[src/rtl/wrr_pkg.sv]
// Shared types, defaults and the circular pick helper for the WRR grant scheduler.
package wrr_pkg;
  localparam int NREQ     = 4;
  localparam int WW       = 3;
  localparam int HOLD_MAX = 15;
  localparam int CW       = 5;   // hold counter width, covers HOLD_MAX up to 31

  typedef enum logic [1:0] {IDLE, HOLD, GAP} state_e;
  typedef logic [1:0] idx_t;

  typedef struct packed {
    logic vld;
    idx_t idx;
  } pick_t;

  // First requester at or after 'start' (circularly) that requests and has credit.
  function automatic pick_t rr_pick(input logic [NREQ-1:0] req,
                                    input logic [NREQ-1:0] credit_nz,
                                    input idx_t            start);
    pick_t p;
    idx_t  k;
    p = '0;
    // Walk offsets from far to near so the nearest eligible index wins.
    for (int i = NREQ-1; i >= 0; i--) begin
      k = start + idx_t'(i);
      if (req[k] && credit_nz[k]) begin
        p.vld = 1'b1;
        p.idx = k;
      end
    end
    return p;
  endfunction
endpackage

[src/rtl/wrr_credit_bank.sv]
// Weight and credit storage: weights are software-written, credits are spent one
// per grant and refilled from the weights when every requester has run dry.
module wrr_credit_bank
  import wrr_pkg::*;
#(
  parameter int WW = wrr_pkg::WW
) (
  input  logic            clk,
  input  logic            rst_n,
  input  logic            wr,
  input  idx_t            sel,
  input  logic [WW-1:0]   data,
  input  logic            reload,
  input  logic            dec,
  input  idx_t            dec_idx,
  output logic [NREQ-1:0] credit_nz
);
  localparam logic [NREQ-1:0][WW-1:0] ONES = {NREQ{WW'(1)}};

  logic [NREQ-1:0][WW-1:0] wt_q, wt_d, cr_q, cr_d;

  // Next weights/credits: reload reads the pre-write weights, decrement applies on top.
  always_comb begin
    wt_d = wt_q;
    cr_d = cr_q;
    if (wr) wt_d[sel] = (data == '0) ? WW'(1) : data;
    if (reload) cr_d = wt_q;
    if (dec) cr_d[dec_idx] = cr_d[dec_idx] - WW'(1);
  end

  // Weight and credit registers, all start at 1.
  always_ff @(posedge clk or negedge rst_n) begin
    if (!rst_n) begin
      wt_q <= ONES;
      cr_q <= ONES;
    end else begin
      wt_q <= wt_d;
      cr_q <= cr_d;
    end
  end

  for (genvar i = 0; i < NREQ; i++) begin : g_nz
    assign credit_nz[i] = |cr_q[i];
  end
endmodule

[src/rtl/wrr_grant_sched.sv]
// Weighted round-robin scheduler for a multi-cycle shared resource: one-hot
// registered grant held until done, request drop, or hold watchdog expiry.
module wrr_grant_sched
  import wrr_pkg::*;
#(
  parameter int WW       = wrr_pkg::WW,
  parameter int HOLD_MAX = wrr_pkg::HOLD_MAX
) (
  input  logic            clk,
  input  logic            rst_n,
  input  logic [NREQ-1:0] req,
  input  logic [NREQ-1:0] done,
  input  logic            wt_wr,
  input  idx_t            wt_sel,
  input  logic [WW-1:0]   wt_data,
  output logic [NREQ-1:0] gnt,
  output logic            busy,
  output idx_t            owner,
  output logic            timeout_evt
);
  state_e          state_q, state_d;
  logic [NREQ-1:0] gnt_q, gnt_d;
  logic            busy_q, busy_d, to_q, to_d;
  idx_t            owner_q, owner_d;
  logic [CW-1:0]   cnt_q, cnt_d;
  logic [NREQ-1:0] credit_nz, elig_nz;
  logic            reload, dec;
  idx_t            start;
  pick_t           pick0, pick;

  wrr_credit_bank #(.WW(WW)) u_bank (
    .clk      (clk),
    .rst_n    (rst_n),
    .wr       (wt_wr),
    .sel      (wt_sel),
    .data     (wt_data),
    .reload   (reload),
    .dec      (dec),
    .dec_idx  (pick.idx),
    .credit_nz(credit_nz)
  );

  // Selection, release decision and next-state for all registered outputs.
  always_comb begin
    state_d = state_q;
    gnt_d   = gnt_q;
    busy_d  = busy_q;
    owner_d = owner_q;
    cnt_d   = cnt_q;
    to_d    = 1'b0;
    dec     = 1'b0;
    start   = owner_q + idx_t'(1);
    pick0   = rr_pick(req, credit_nz, start);
    // Out of credit everywhere: refill and pick in the same cycle, every weight is >= 1.
    reload  = (state_q == IDLE) && (|req) && !pick0.vld;
    elig_nz = reload ? '1 : credit_nz;
    pick    = rr_pick(req, elig_nz, start);
    case (state_q)
      IDLE: if (pick.vld) begin
        dec     = 1'b1;
        owner_d = pick.idx;
        gnt_d   = NREQ'(1) << pick.idx;
        busy_d  = 1'b1;
        cnt_d   = '0;
        state_d = HOLD;
      end
      HOLD: if (done[owner_q] || !req[owner_q] || cnt_q == CW'(HOLD_MAX-1)) begin
        gnt_d   = '0;
        busy_d  = 1'b0;
        cnt_d   = '0;
        to_d    = !done[owner_q] && req[owner_q];
        state_d = GAP;
      end else if (cnt_q != '1) begin
        cnt_d = cnt_q + CW'(1);
      end
      GAP:     state_d = IDLE;
      default: state_d = IDLE;
    endcase
  end

  // FSM and output registers.
  always_ff @(posedge clk or negedge rst_n) begin
    if (!rst_n) begin
      state_q <= IDLE;
      gnt_q   <= '0;
      busy_q  <= 1'b0;
      owner_q <= 2'd3;
      cnt_q   <= '0;
      to_q    <= 1'b0;
    end else begin
      state_q <= state_d;
      gnt_q   <= gnt_d;
      busy_q  <= busy_d;
      owner_q <= owner_d;
      cnt_q   <= cnt_d;
      to_q    <= to_d;
    end
  end

  assign gnt         = gnt_q;
  assign busy        = busy_q;
  assign owner       = owner_q;
  assign timeout_evt = to_q;
endmodule

[config.mk]
export PLATFORM = sky130hd
export DESIGN_NAME = wrr_grant_sched
export DESIGN_NICKNAME = d
export VERILOG_FILES = /design/src/rtl/wrr_pkg.sv /design/src/rtl/wrr_credit_bank.sv /design/src/rtl/wrr_grant_sched.sv
export SDC_FILE = /design/constraint.sdc
export NUM_CORES = 1
export LEC_CHECK = 0
export CORE_ASPECT_RATIO = 2
export CORE_UTILIZATION = 50
export CTS_CLUSTER_SIZE = 10
export DETAILED_ROUTE_END_ITERATION = 10
export GPL_TIMING_DRIVEN = 0
export PLACE_DENSITY_LB_ADDON = 0.3
export SYNTH_ARGS = -nofsm -noshare
export SYNTH_HDL_FRONTEND = slang
export SYNTH_SLANG_ARGS = --single-unit
[constraint.sdc]
create_clock -name clk -period 6.55 [get_ports clk]
set_input_delay 0.655 -clock clk [delete_from_list [all_inputs] [get_ports clk]]
set_output_delay 0.655 -clock clk [all_outputs]
set_load 0.01 [all_outputs]
# ---- Yosys cells after proc, flatten, opt, wreduce, memory -nomap -nowiden
# Index checks and enable logic that the tools add are counted.
dict set report word_totals {
  mem_count 0
  ff_bits 39
  mem_bits_ro 0
  input_bits 16
  ram_bits 0
  latchBits 0
  wordCells 131
}
dict set report classes {
  reduce_logical 30
  mul 0
  bitwise_logic 0
  mux 65
  add_sub_neg 6
  div 0
  shift 1
  eq_ne 6
  order_cmp 9
}
# op count
set op_table {}
lappend op_table {{3-bit 2-to-1 mux} 12}
lappend op_table {{1-bit binary-select mux with 2-bit select} 14}
lappend op_table {{12-bit bitwise mux} 2}
lappend op_table {{12-bit 2-to-1 mux} 2}
lappend op_table {{2-bit by 3-bit < comparator with 1-bit output (second input constant)} 7}
lappend op_table {{1-bit 2-to-1 mux} 20}
lappend op_table {{5-bit 2-to-1 mux} 3}
lappend op_table {{1-bit logical AND} 13}
lappend op_table {{3-bit demux with 2-bit select} 2}
lappend op_table {{4-bit 2-to-1 mux} 3}
lappend op_table {{3-bit OR reduction} 4}
lappend op_table {{5-bit case mux with 2 select lines} 1}
lappend op_table {{4-bit case mux with 2 select lines} 1}
lappend op_table {{3-bit binary-select mux with 2-bit select} 1}
lappend op_table {{3-bit AND reduction} 2}
lappend op_table {{5-bit by 1-bit adder with 5-bit output (second input constant)} 1}
lappend op_table {{5-bit by 4-bit equality test with 1-bit output (second input constant)} 1}
lappend op_table {{5-bit inequality test (second input constant)} 1}
lappend op_table {{2-bit by 1-bit adder with 2-bit output (second input constant)} 2}
lappend op_table {{2-bit adder (second input constant)} 2}
lappend op_table {{2-bit by 1-bit greater-or-equal comparator with 1-bit output (second input constant)} 2}
lappend op_table {{2-bit 2-to-1 mux} 2}
lappend op_table {{2-bit inequality test (second input constant)} 2}
lappend op_table {{2-bit case mux with 2 select lines} 1}
lappend op_table {{12 further kinds} 16}

# ---- Logic depth before layout (Yosys ltp)
# Gate-level depths: netlist (run 1).
dict set report depth {
  depth_word 25
  ltp_mapped 16
}

# ---- Modules after synthesis
# Synthesis (run 1) repeated with hierarchy kept, for this count alone.
dict set report hier_totals {
  cells_unflattened 200
  area_unflattened_um2 2444.8
}
# mod cells_each n_inst area_each_um2
set modules_own_cells {}
lappend modules_own_cells {wrr_credit_bank 88 1 1261.2}
lappend modules_own_cells {wrr_grant_sched 112 1 1183.6}

# ---- Least setup slack after synthesis (run 1)
# No wires, ideal clock.
dict set report synth_timing {
  kind {register to register}
  startpoint {reg owner_q[1] (netlist: owner[1])}
  endpoint {reg u_bank.cr_q[8] (netlist name)}
  arrival_ps 3515
  setup_slack_ps 2907
  path_stages_with_launch 16
  n_path_buf 2
  period_less_slack_ps 3643
  cell_sequence {dfstp_2 buf_6 buf_2 mux2_2 mux2i_1 nor2b_1 nand2_1 a2111oi_0 o21ai_0 o211ai_1 mux2_2 a221oi_1 ha_1 nand3_1 nand2b_1 xor2_1}
}
# element line
set synth_rtl {}
lappend synth_rtl {{from (decl)} wrr_grant_sched.sv:24} ;# idx_t owner_q, owner_d;
lappend synth_rtl {{from (signal assigned)} wrr_grant_sched.sv:94} ;# owner_q <= owner_d;
lappend synth_rtl {{to (signal assigned)} wrr_credit_bank.sv:38} ;# cr_q <= cr_d;
lappend synth_rtl {{to (decl)} wrr_credit_bank.sv:20} ;# logic [NREQ-1:0][WW-1:0] wt_q, wt_d, cr_q, cr_d;

==> results of run 1 <==
sequential cells by signal (all words and copies together) (netlist names):
register,flops
busy,1
u_bank.cr_q,12
cnt_q,5
state_q,2
u_bank.wt_q,12
timeout_evt,1
gnt,4
owner,2
layout make-up:
class | instances | area, sq um | area share, %
Tap cell | 57 | 71.3 | 2.44
Clock inverter | 1 | 5.00 | 0.171
Timing Repair Buffer | 23 | 225 | 7.70
Multi-Input combinational cell | 201 | 1480 | 50.7
Buffer | 9 | 51.3 | 1.75
Sequential cell | 39 | 988 | 33.8
Clock buffer | 7 | 76.3 | 2.61
Inverter | 6 | 22.5 | 0.770
routing by layer:
metal,vias to the layer above,wire (um),part of all wire (%)
met4,0,376,5.9
li1,1003,-,-
met3,29,175,2.7
met2,59,3610,56
met1,1036,2240,35
met5,-,0,0
logic make-up (layout without fill, tap and decap cells):
group / after synthesis / in the layout / synth area share, %
AOI/OAI and AO/OA: 50 / 50 / 14.5
xor gates and xnor gates: 11 / 11 / 3.78
adders and majority gates: 4 / 4 / 1.97
buffers and inverters: 15 / 46 / 2.90
DFF: 39 / 39 / 38.8
muxes: 48 / 48 / 21.0
and+or+nand+nor: 88 / 88 / 17.1
synth_stat cells (3+ instances only):
cell / instances / area, sq um
a21o_1: 4 / 30.0
a21oi_1: 6 / 30.0
clkbuf_1: 3 / 11.3
dfrtp_1: 29 / 726
dfstp_2: 10 / 263
ha_1: 4 / 50.1
inv_1: 6 / 22.5
mux2_2: 11 / 124
mux2_4: 3 / 45.0
mux2i_1: 32 / 320
nand2_1: 24 / 90.1
nand2b_1: 4 / 25.0
nand3_1: 7 / 35.0
nor2_1: 20 / 75.1
nor2b_1: 7 / 43.8
nor3_1: 8 / 40.0
nor4_1: 3 / 18.8
o211a_1: 3 / 30.0
o21ai_0: 9 / 45.0
o22ai_1: 3 / 18.8
o31ai_1: 4 / 30.0
or3_1: 4 / 25.0
xnor2_1: 6 / 52.6
xor2_1: 5 / 43.8
path summary, 6_finish.rpt:
path | cells past startpoint | from | to
hold / removal | 1 | rst_n | cnt_q[4]$_DFFE_PN0P_
min in group clk | 1 | gnt[1]$_DFFE_PN0P_ | gnt[1]$_DFFE_PN0P_
setup reg to reg | 15 | owner[1]$_DFFE_PN1P_ | u_bank.cr_q[8]$_DFF_PN0_
hold reg to reg | 1 | gnt[1]$_DFFE_PN0P_ | gnt[1]$_DFFE_PN0P_
setup / recovery | 15 | req[1] | u_bank.cr_q[8]$_DFF_PN0_
max in group asynchronous | 1 | rst_n | u_bank.wt_q[8]$_DFFE_PN0P_
power by group through the flow:
stage	Sequential, uW	Clock, uW	Combinational (uW)
6_report	427	153	1090
5_1_grt	434	167	1180
4_1_cts	425	157	1080
3_5_place_dp	429	0	1070
3_3_place_gp	426	0	1050
2_1_floorplan	409	0	811
stage by stage:
step                util, %  setup WS, ps  hold WS, ps  std cells  cell area (sq um)
CTS                    60.1          1960          486        343               2920
floorplan                 -          2910          359        255               2550
global placement       58.5          1730          465        335               2850
finish                 60.1          1880          465        343               2920
global route           60.1          1700          502        343               2920
detailed placement     58.4          1660          469        335               2840
worst register-to-register path: cells and delay by family (launching register included):
family / cells / cell delay, ps
mux: 3 / 1030
buf+inv: 2 / 390
fa+ha+maj: 1 / 230
simple gates: 4 / 620
xor+xnor: 1 / 180
flops: 1 / 540
compound gates: 4 / 1300
==> run summary, run 1 <==
Static Leak -> 0.00132 uW
Final Slew Violations -> 0
Setup Buffers After CTS -> 0
GRT Util Overall -> 26.7%
Hold Violations, Final -> 0
Worst reg-to-reg setup slack -> 2150 ps
Clock tree root driver cell -> clkbuf_8
Row count -> 36
Top Family by Delay on Critical Path -> compound AO/OA/AOI/OAI gates
RSZ-0062 raised after global routing -> false
Vias in the first global route -> 2157
Comb power frac -> 65.3%
DR vias/cell -> 6.20
CP cell instances -> clkdlybuf4s50_1 -> nor4_1 -> or3_1 -> clkbuf_1 -> a31oi_1 -> nand2_1 -> a2111oi_0 -> o21ai_0 -> o211ai_1 -> mux2_2 -> a221oi_1 -> ha_1 -> nand3_1 -> nand2b_1 -> xor2_1
Fillers -> 429
Critical Path Max Stage Delay -> 630 ps
Register area share after synthesis -> 38.8%
Mean Syn Cell Area -> 9.99 sq um
Pwr Density -> 573 nW/um^2
Tightest Pin Transition -> 846 ps
Switch share -> 46.9%
Die height -> 103 um
Top FF cell, synth -> dfrtp_1
Initial antenna violation count -> 0
Worst-Skew Late Latency -> 290 ps
Drt wl/cell -> 18.7 um
Hold Buf Count CTS -> 0
Residual DRC -> 0
CP required -> 6730 ps
RePlAce Congestion -> 0.867
GR Layer Usage met1 -> 24.4%
Hold Crit Class -> in2async
CP bufs+invs -> 2
CP max-delay cell -> clkdlybuf4s50_1
Tmin final -> 4670 ps
Remaining Overflow, GRT -> 0
Drt total wl -> 6400 um
Setup-failing EPs final -> 0
Clock power share -> 9.2%
Total Power -> 1670 uW
Area of the core -> 4860 sq um
# nets final -> 305
I/O pin total -> 24
Longest Clk Path Bufs -> 2
Setup tns final -> 0 ps
CP Max Fanout -> 9
First-pass GRT wire length -> 10200 um
DR iter-0 viols -> 72
Commonest non-fill, non-tap cell in the layout -> mux2i_1
Tcrit/Tclk final -> 71.3%
Peak supply drop -> 0.323 mV
Internal power -> 888 uW
Fmax -> 0.214 GHz
Clock skew -> 6.54 ps
Unique masters post-synth -> 53
Post-synth EDFFs -> 0
Grt met2 use -> 48.1%
Initial core utilization -> 52.3%
Largest net degree at the start of global routing -> 40
CP Class -> in2reg
CP startpoint kind -> input pin
Yosys warns -> 0
Cts bufs inserted -> 5
Commonest non-fill, non-tap cells in the layout -> mux2i_1, dfrtp_1, nand2_1
WP data arrival -> 4850 ps
IO Port Bufs -> 23
Area growth syn-to-layout -> 14.8%
Global routing's busiest layer -> met2
Status -> finished clean
NetSw -> 786 uW
Ys async rst share -> 100%
Die W -> 52.5 um
Clock sink total -> 39
Cells after Synth -> 255
H-tree depth -> 2
Seq pwr share -> 25.5%
Crit. End Element -> flop
Max-cap check violation count -> 0
Die area -> 5400 sq um
Antenna diode count -> 0
Grt met3 use -> 5.01%
#FFs+latches synth -> 39
Post_cts resized -> 0
Max-slew headroom -> 43.6%
Post-DRT Antenna Nets -> 0
TritonCTS clock tree -> yes
Synthesized net count -> 275
Dpl hpwl -> 5040 um
Share of cells above drive strength 1 -> 14.3%
Drt pass-1 iters -> 5
Total number of vias -> 2127
Clock transition at the registers of the reported paths -> 70 ps
Post-Synthesis Cell Area -> 2550 sq um
(Power assumes the default switching activity.)
==> run 2: changes to the inputs <==
- clock period: 6.55 -> 4.4 ns (I/O delays scaled with it)
==> run 2 against run 1 <==
Via count is 1.2% higher. Register-to-register slack got worse by 1900 ps. Clock power up 48%. Clock-buffer cell count stayed put. Largest power group unchanged. Sequential share of layout area fell by 0.53 points.
==> run summary, run 2 (synthesized netlist as in run 1, its figures left out) <==
Status -> finished clean
Instance count on the critical path -> 15
Static Leak -> 0.00134 uW
Crit. End Element -> flop
Drt total wl -> 6460 um
Clock sink total -> 39
Tmin final -> 4180 ps
Clock tree root driver cell -> clkbuf_8
Row count -> 36
CP Max Fanout -> 9
Worst r2r src -> owner[1]$_DFFE_PN1P_
Cts bufs inserted -> 5
Worst Reg2Reg Path Length in Cells -> 15
TritonCTS clock tree -> yes
Vias in the first global route -> 2161
Pwr Density -> 864 nW/um^2
Tightest Pin Transition -> 840 ps
Drt pass-1 iters -> 5
Antenna diode count -> 0
Clock skew -> 8.10 ps
RSZ-0062 raised after global routing -> false
IO Port Bufs -> 23
Tcrit/Tclk final -> 94.9%
Largest net degree at the start of global routing -> 40
Die area -> 5400 sq um
Max-cap check violation count -> 0
Dpl hpwl -> 5040 um
Reg2reg end -> u_bank.cr_q[8]$_DFF_PN0_
Commonest non-fill, non-tap cell in the layout -> mux2i_1
Total number of vias -> 2152
Hold Crit Class -> in2async
DR iter-0 viols -> 45
Share of cells above drive strength 1 -> 17.0%
I/O pin total -> 24
Die W -> 52.5 um
Setup tns final -> 0 ps
Layout Cells excl Fill -> 345
H-tree depth -> 2
Worst-Skew Late Latency -> 290 ps
CP required -> 4580 ps
# nets final -> 307
Number of placed cells counting well taps -> 335
Hold Violations, Final -> 0
Leading registers by flop count -> u_bank.cr_q: 12 flops, u_bank.wt_q: 12 flops, cnt_q: 5 flops
Worst slack, placed -> -274 ps
Longest Clk Path Bufs -> 2
Fmax -> 0.239 GHz
Critical Path Max Stage Delay -> 630 ps
Remaining Overflow, GRT -> 0
Commonest non-fill, non-tap cells in the layout -> mux2i_1, dfrtp_1, nand2_1
Peak supply drop -> 0.493 mV
Top Family by Delay on Critical Path -> compound AO/OA/AOI/OAI gates
Post-DRT Antenna Nets -> 0
CP startpoint kind -> input pin
Residual DRC -> 0
WP data arrival -> 4350 ps
Final Slew Violations -> 0
Final worst setup slack -> 224 ps
Initial antenna violation count -> 0
Die height -> 103 um
Critical Path Source -> req[1]
Max-slew headroom -> 44.0%
RePlAce Congestion -> 0.867
CP Class -> in2reg
Worst reg-to-reg setup slack -> 270 ps
CP cell instances -> clkdlybuf4s50_1 -> nor4_1 -> or3_1 -> clkbuf_1 -> a31oi_2 -> nand2_1 -> a2111oi_2 -> o21ai_1 -> o211ai_1 -> mux2_2 -> a221oi_1 -> ha_1 -> nand3_1 -> nand2b_1 -> xor2_1
Drt wl/cell -> 18.7 um
Initial core utilization -> 52.3%
CP max-delay cell -> clkdlybuf4s50_1
First-pass GRT wire length -> 10200 um
Area growth syn-to-layout -> 16.7%
Area of the core -> 4860 sq um
CP bufs+invs -> 2
Total Power -> 2570 uW
GRT Util Overall -> 26.6%
Clock transition at the registers of the reported paths -> 70 ps
Final Hold Slack -> 247 ps
Setup-failing EPs final -> 0
DR vias/cell -> 6.24
## run 2: layout make-up
class / instances / area, sq um
Clock inverter: 1 / 5.00
Tap cell: 57 / 71.3
Buffer: 9 / 53.8
Inverter: 6 / 22.5
Multi-Input combinational cell: 201 / 1510
Fill cell: 423 / 1890
Clock buffer: 7 / 76.3
Timing Repair Buffer: 25 / 240
Sequential cell: 39 / 988
## run 2: worst max path at each step
stage / slack [ps] / end
final: 220 / u_bank.cr_q[8]$_DFF_PN0_
after detailed placement: -270 / u_bank.cr_q[8]$_DFF_PN0_
after floorplan: 760 / u_bank.cr_q[8]$_DFF_PN0_
after global routing: 10 / u_bank.cr_q[8]$_DFF_PN0_
after global placement: -210 / u_bank.cr_q[8]$_DFF_PN0_
after CTS: 20 / u_bank.cr_q[8]$_DFF_PN0_
## run 2: worst register-to-register path: cells and delay by family, from the launching register on
| kind | cells | cell delay, ps |
|---|---|---|
| buf+inv | 2 | 370 |
| mux | 3 | 980 |
| xor+xnor | 1 | 170 |
| flops | 1 | 540 |
| compound gates | 4 | 1110 |
| fa+ha+maj | 1 | 220 |
| simple gates | 4 | 630 |
## run 2: timing repair
item                                    4_1_cts  5_1_grt
resized for setup                             0        9
endpoints found under the setup margin        0        4
buffers inserted                              0        2
hold buffers                                  0        0
## run 2: power by group
part / total [uW] / leakage, uW / switching [uW] / internal, uW
logic: 1700 / 0.000827 / 956 / 746
clock network: 227 / 0.0000422 / 116 / 111
registers: 636 / 0.000468 / 122 / 514
total: 2570 / 0.00134 / 1190 / 1370
## run 2: per-stage QoR
stage | instance area [sq um] | utilization, %
2_1_floorplan | 2550 | -
3_3_place_gp | 2850 | 58.5
3_5_place_dp | 2840 | 58.4
4_1_cts | 2920 | 60.1
5_1_grt | 2970 | 61.1
6_report | 2970 | 61.1
## run 2: metal layers
layer / GRT usage, % / part of all wire (%) / vias to the layer above
met4: 21.9 / 6.0 / 0
li1: - / - / 1004
met3: 5.60 / 2.8 / 24
met1: 23.8 / 34 / 1061
met2: 48.1 / 57 / 63
met5: 0 / 0 / -
